--- src/rtl/sram_fifo_pkg.sv ---
// sram_fifo_pkg: shared types and defaults for the SRAM FIFO sequencer.
// Holds the FSM state enum, default widths and the read-latency ceiling.
package sram_fifo_pkg;

  typedef enum logic [1:0] {
    ST_IDLE,
    ST_WRITE,
    ST_READ,
    ST_RWAIT
  } state_t;

  localparam int DEF_DATA_W   = 8;
  localparam int DEF_ADDR_W   = 3;
  localparam int MAX_READ_LAT = 3;

endpackage

--- src/rtl/sram_fifo_ptrs.sv ---
// sram_fifo_ptrs: circular-buffer pointers and occupancy for the FIFO.
// Ports: clk, rst (sync, active-low), inc_wr, inc_rd -> wr_ptr, rd_ptr,
// count, full, empty.
module sram_fifo_ptrs
  import sram_fifo_pkg::*;
#(
  parameter int ADDR_W = DEF_ADDR_W
) (
  input  logic              clk,
  input  logic              rst,
  input  logic              inc_wr,
  input  logic              inc_rd,
  output logic [ADDR_W-1:0] wr_ptr,
  output logic [ADDR_W-1:0] rd_ptr,
  output logic [ADDR_W:0]   count,
  output logic              full,
  output logic              empty
);

  localparam int DEPTH = 1 << ADDR_W;
  localparam logic [ADDR_W:0] CNT_FULL = (ADDR_W+1)'(DEPTH);

  // Pointers are exactly ADDR_W wide, so the 7->0 wrap is free.
  always_ff @(posedge clk) begin
    if (!rst) begin
      wr_ptr <= '0;
      rd_ptr <= '0;
      count  <= '0;
    end else begin
      if (inc_wr) wr_ptr <= wr_ptr + 1'b1;
      if (inc_rd) rd_ptr <= rd_ptr + 1'b1;
      unique case ({inc_wr, inc_rd})
        2'b10:   count <= count + 1'b1;
        2'b01:   count <= count - 1'b1;
        default: count <= count;
      endcase
    end
  end

  assign full  = (count == CNT_FULL);
  assign empty = (count == '0);

endmodule

--- src/rtl/sram_fifo_ctrl.sv ---
// sram_fifo_ctrl: push/pop FIFO sequencer driving an SRAM controller.
// Ports: push_valid/push_data/push_ready, pop_req/pop_ready/pop_valid/
// pop_data, full/empty/count/err, sram_write/sram_read/sram_addr/
// sram_data_in/sram_data_out. clk, rst (sync, active-low).
// Option: SRAM_FIFO_ERR_EN enables the sticky misuse flag on err.
module sram_fifo_ctrl
  import sram_fifo_pkg::*;
#(
  parameter int DATA_W   = DEF_DATA_W,
  parameter int ADDR_W   = DEF_ADDR_W,
  parameter int READ_LAT = 1
) (
  input  logic              clk,
  input  logic              rst,
  input  logic              push_valid,
  input  logic [DATA_W-1:0] push_data,
  output logic              push_ready,
  input  logic              pop_req,
  output logic              pop_ready,
  output logic              pop_valid,
  output logic [DATA_W-1:0] pop_data,
  output logic              full,
  output logic              empty,
  output logic [ADDR_W:0]   count,
  output logic              err,
  output logic              sram_write,
  output logic              sram_read,
  output logic [ADDR_W-1:0] sram_addr,
  output logic [DATA_W-1:0] sram_data_in,
  input  logic [DATA_W-1:0] sram_data_out
);

  localparam int WCNT_W = $clog2(MAX_READ_LAT);
  localparam logic [WCNT_W-1:0] WLOAD =
    WCNT_W'(READ_LAT - 1);

  state_t            state;
  logic              last_was_pop;
  logic [WCNT_W-1:0] wcnt;
  logic [ADDR_W-1:0] wr_ptr;
  logic [ADDR_W-1:0] rd_ptr;
  logic              idle;
  logic              push_ok;
  logic              pop_ok;
  logic              push_go;
  logic              pop_go;
  logic              inc_wr;
  logic              inc_rd;

  // Ready is held low while reset is asserted.
  assign idle    = rst && (state == ST_IDLE);
  assign push_ok = push_valid && !full;
  assign pop_ok  = pop_req && !empty;

  // On a clash the side that did not go last wins.
  assign push_ready = idle && !full
                      && !(pop_ok && !last_was_pop);
  assign pop_ready  = idle && !empty
                      && !(push_ok && last_was_pop);

  assign push_go = push_valid && push_ready;
  assign pop_go  = pop_req && pop_ready;

  assign inc_wr = (state == ST_WRITE);
  assign inc_rd = (state == ST_RWAIT) && (wcnt == '0);

  sram_fifo_ptrs #(
    .ADDR_W (ADDR_W)
  ) u_ptrs (
    .clk    (clk),
    .rst    (rst),
    .inc_wr (inc_wr),
    .inc_rd (inc_rd),
    .wr_ptr (wr_ptr),
    .rd_ptr (rd_ptr),
    .count  (count),
    .full   (full),
    .empty  (empty)
  );

  always_ff @(posedge clk) begin
    if (!rst) begin
      state        <= ST_IDLE;
      last_was_pop <= 1'b0;
      wcnt         <= '0;
      sram_write   <= 1'b0;
      sram_read    <= 1'b0;
      sram_addr    <= '0;
      sram_data_in <= '0;
      pop_valid    <= 1'b0;
      pop_data     <= '0;
    end else begin
      sram_write <= 1'b0;
      sram_read  <= 1'b0;
      pop_valid  <= 1'b0;
      unique case (state)
        ST_IDLE: begin
          if (push_go) begin
            state        <= ST_WRITE;
            sram_write   <= 1'b1;
            sram_addr    <= wr_ptr;
            sram_data_in <= push_data;
            last_was_pop <= 1'b0;
          end else if (pop_go) begin
            state        <= ST_READ;
            sram_read    <= 1'b1;
            sram_addr    <= rd_ptr;
            last_was_pop <= 1'b1;
          end
        end
        ST_WRITE: begin
          state <= ST_IDLE;
        end
        ST_READ: begin
          state <= ST_RWAIT;
          wcnt  <= WLOAD;
        end
        ST_RWAIT: begin
          if (wcnt == '0) begin
            state     <= ST_IDLE;
            pop_data  <= sram_data_out;
            pop_valid <= 1'b1;
          end else begin
            wcnt <= wcnt - 1'b1;
          end
        end
        default: state <= ST_IDLE;
      endcase
    end
  end

`ifdef SRAM_FIFO_ERR_EN
  always_ff @(posedge clk) begin
    if (!rst) begin
      err <= 1'b0;
    end else if (state == ST_IDLE
                 && ((push_valid && full)
                     || (pop_req && empty))) begin
      err <= 1'b1;
    end
  end
`else
  assign err = 1'b0;
`endif

endmodule

--- config.mk ---
export PLATFORM = sky130hd
export DESIGN_NAME = sram_fifo_ctrl
export DESIGN_NICKNAME = d
export VERILOG_FILES = /design/src/rtl/sram_fifo_pkg.sv /design/src/rtl/sram_fifo_ptrs.sv /design/src/rtl/sram_fifo_ctrl.sv
export SDC_FILE = /design/constraint.sdc
export NUM_CORES = 1
export LEC_CHECK = 0
export CAP_MARGIN = 10
export CORE_MARGIN = 3
export CORE_UTILIZATION = 41
export CTS_CLUSTER_DIAMETER = 150
export DETAILED_ROUTE_END_ITERATION = 8
export PLACE_DENSITY = 0.75
export SLEW_MARGIN = 15
export SYNTH_ARGS = -nofsm -noshare
export SYNTH_HDL_FRONTEND = slang
export SYNTH_SLANG_ARGS = --single-unit
--- constraint.sdc ---
create_clock -name clk -period 2.3 [get_ports clk]
set_clock_uncertainty 0.05 [all_clocks]
set_input_delay 0.575 -clock clk [delete_from_list [all_inputs] [get_ports clk]]
set_output_delay 0.575 -clock clk [all_outputs]
set_load 0.02 [all_outputs]
==> impl_metrics.toml <==
[synth]
edff_count_synth = 0
syn_area_sq_um = 1590
synth-seq-cells = 37
synthArstFlopShare_pct = 0
netlist-cell-type-count = 34
syn_nets = 215
synth_cells = 189
synth_seq_area_share_pct = 46.6
syn_area_per_cell_sq_um = 8.41
synth-warning-count = 0
synth_area_leader_cell = "dfxtp_1"
synth_ff_type = "dfxtp_1"
synth_top_area_share_pct = 46.6
synthTopCellsByArea = "dfxtp_1 (47%), a21oi_1 (7.2%), nand2_1 (5.7%), o21ai_0 (5.4%), ha_1 (4.7%)"

[final_layout]
num-nets-final = 279
n_antenna_cell = 0
layout-drive-gt1-share_pct = 14.6
mostFrequentLayoutCells = "clkdlybuf4s50_1 (44), dfxtp_1 (36), nand2_1 (24)"
fin_util_pct = 62.8
fill_cell_count = 343
p_r_area_growth_vs_syn_pct = 45.7
final_common_cell = "clkdlybuf4s50_1"
design_area_sq_um = 2320
final-instance-count-excl-fill = 301

[clock_network]
cts-root-buf = "clkbuf_8"
clkSinkCount = 37
number_of_buffers_inserted_during_clock_tree_synthesis = 5
cts-hold-fix-buffers = 0
path_clk_slew_ns = 0.07
cts_htree_levels = 2
tritoncts = "done"
clkLatencyLatePin_ns = 0.29
clock_tree.buffer_depth = 2

[placement]
io_buffer_count = 49
hpwl_mm = 2.79
placed_cells_incl_taps = 293
gp_routability_congestion = 0.747
pre_cts_ws_ns = -0.783
dpl_cell_area_sq_um = 2220

[setup_path]
timing.rr.end = "u_ptrs.count[2]"
cpPeakStageDelay_ns = 0.39
path_cells = "buf_2 -> or3b_4 -> a311o_1 -> inv_2 -> buf_6"
critPathArrivalTime_ns = 1.63
startpoint_type = "primary input"
timing_worst_setup_path_type = "primary input to output pin"
reg2reg_setup_slack_ns = 0.20
rr_startpoint = "wcnt[0]"
critPathMaxFanout = 3
cp-end-kind = "output pin"
cpMaxStageDelayCell = "a311o_1"
critical_path_required_ns = 1.67
worstRegToRegCells = 11

[global_route]
vias_in_the_first_global_route = 1363
grtUsageTotal_pct = 17.5
globalRoute.totalOverflow = 0
antenna_found_initial = 0
first_pass_grt_wire_length_mm = 6.06
grt_start_max_net_pins = 15

[sta]
max_freq_mhz = 444
setup_slack_ns = 0.0464
final.setup.tns_ns = 0
final-setup-viol-count = 0
final_hold_viol_count = 0
min_period_over_period_pct = 98.0
maxSlewViolCount = 0
layout_min_cycle_time_ns = 2.25

[floorplan]
floorplan.io_pins = 51
placementRows = 22
floorplan.die_area_sq_um = 4660
initial_utilization_pct = 43.1
die_height_um = 68.3
core_area_sq_um = 3690
die_x_um = 68.3

[job]
drv_cap = 0

[worst_hold_path]
min_delay_worst_endpoint = "pop_data[3]"
hp-class = "register to register"
holdPathStages = 2
worstHoldStart = "pop_data[3]"

[route]
dr.first_iter.drc_count = 91
drc = 0
wirelength_mm = 3.82
dr_total_vias = 1501
viasPerCell = 4.99
avgRoutedWirePerCell_um = 12.7
drtPass1Iterations = 4
route.antenna.remaining_nets = 0

[power_and_ir_drop]
cellLeakagePower_nw = 0.903
peakVddDrop_v = 0.000299
p_per_area_nw_per_um2 = 586

[run_status]
outcome = "finished clean"
layer usage:
layer	global-route usage [%]	routed length (um)	up-vias
met4	6.70	56	0
met3	6.57	273	5
met2	27.3	1770	39
li1	-	-	776
met1	21.9	1720	681
met5	0	0	-
worst max-delay path, delay by kind of cell:
| kind | cells | cell delay [ns] |
|---|---|---|
| AO/OA/AOI/OAI | 1 | 0.39 |
| buffers and inverters | 3 | 0.29 |
| AND/OR/NAND/NOR | 1 | 0.38 |
how the worst max path moves through the flow:
stage                    startpoint         endpoint  cells after the start  slack [ns]
floorplan                   wcnt[0]  u_ptrs.count[2]                     12       0.009
detailed placement              rst       push_ready                      5       -0.78
global route                wcnt[0]  u_ptrs.count[2]                     11      -0.005
global placement                rst       push_ready                      5       -0.78
finish                          rst       push_ready                      5        0.05
CTS                 u_ptrs.count[0]       push_ready                      4        0.05
sequential cells by signal, indices dropped and copies added (netlist names):
register	cells
sram_addr	3
sram_data_in	8
pop_data	8
last_was_pop	1
sram_read	1
sram_write	1
u_ptrs.wr_ptr	3
pop_valid	1
wcnt	2
u_ptrs.rd_ptr	3
state	2
u_ptrs.count	4
repair_timing:
action                     in CTS  in global routing
pin swaps                       1                  0
gates resized for setup        18                  3
buffers inserted                1                  0
cloned                          0                  0
setup endpoints to repair       4                  2
cell families (layout without fill, tap and decap cells):
family / count (synthesis) / count (layout) / synth area share, %
AOI/OAI and AO/OA: 51 / 51 / 18.0
xor gates and xnor gates: 7 / 7 / 3.86
adders and majority gates: 6 / 6 / 4.72
buffers and inverters: 25 / 89 / 7.16
DFF: 37 / 37 / 46.6
muxes: 2 / 2 / 1.26
other: 1 / 1 / 0.236
and+or+nand+nor: 60 / 60 / 18.2
final cells by class:
cell class	count	area [sq um]	share of cell area [%]
inverter	12	45.0	1.94
clock inverter	1	7.51	0.324
multi-input combinational	127	743	32.1
tap	48	60.1	2.59
sequential	37	742	32.0
timing repair buffer	70	637	27.5
clock buffer	6	82.6	3.56
report_power, final:
part,internal (mW),switching (mW),total (mW)
Combinational,0.111,0.113,0.224
Clock,0.237,0.225,0.462
Sequential,0.662,0.0109,0.673
Total,1.01,0.349,1.36
per-stage QoR:
stage / hold slack (ns) / power, mW
after floorplan: 0.400 / 0.794
after detailed placement: 0.399 / 0.910
after CTS: 0.409 / 1.37
after global placement: 0.392 / 0.909
final: 0.407 / 1.36
after global routing: 0.427 / 1.42
cell usage after synthesis, types with 2 or more instances:
cell type,n
dfxtp_1,37
nand2_1,24
a21oi_1,23
o21ai_0,17
nand3_1,14
inv_1,11
nor2_1,11
clkbuf_1,9
ha_1,6
xor2_1,5
a31oi_1,3
a221oi_1,2
buf_6,2
mux2i_1,2
nor2b_1,2
or3_1,2
xnor2_1,2
Power figures use the tool's default switching activity.
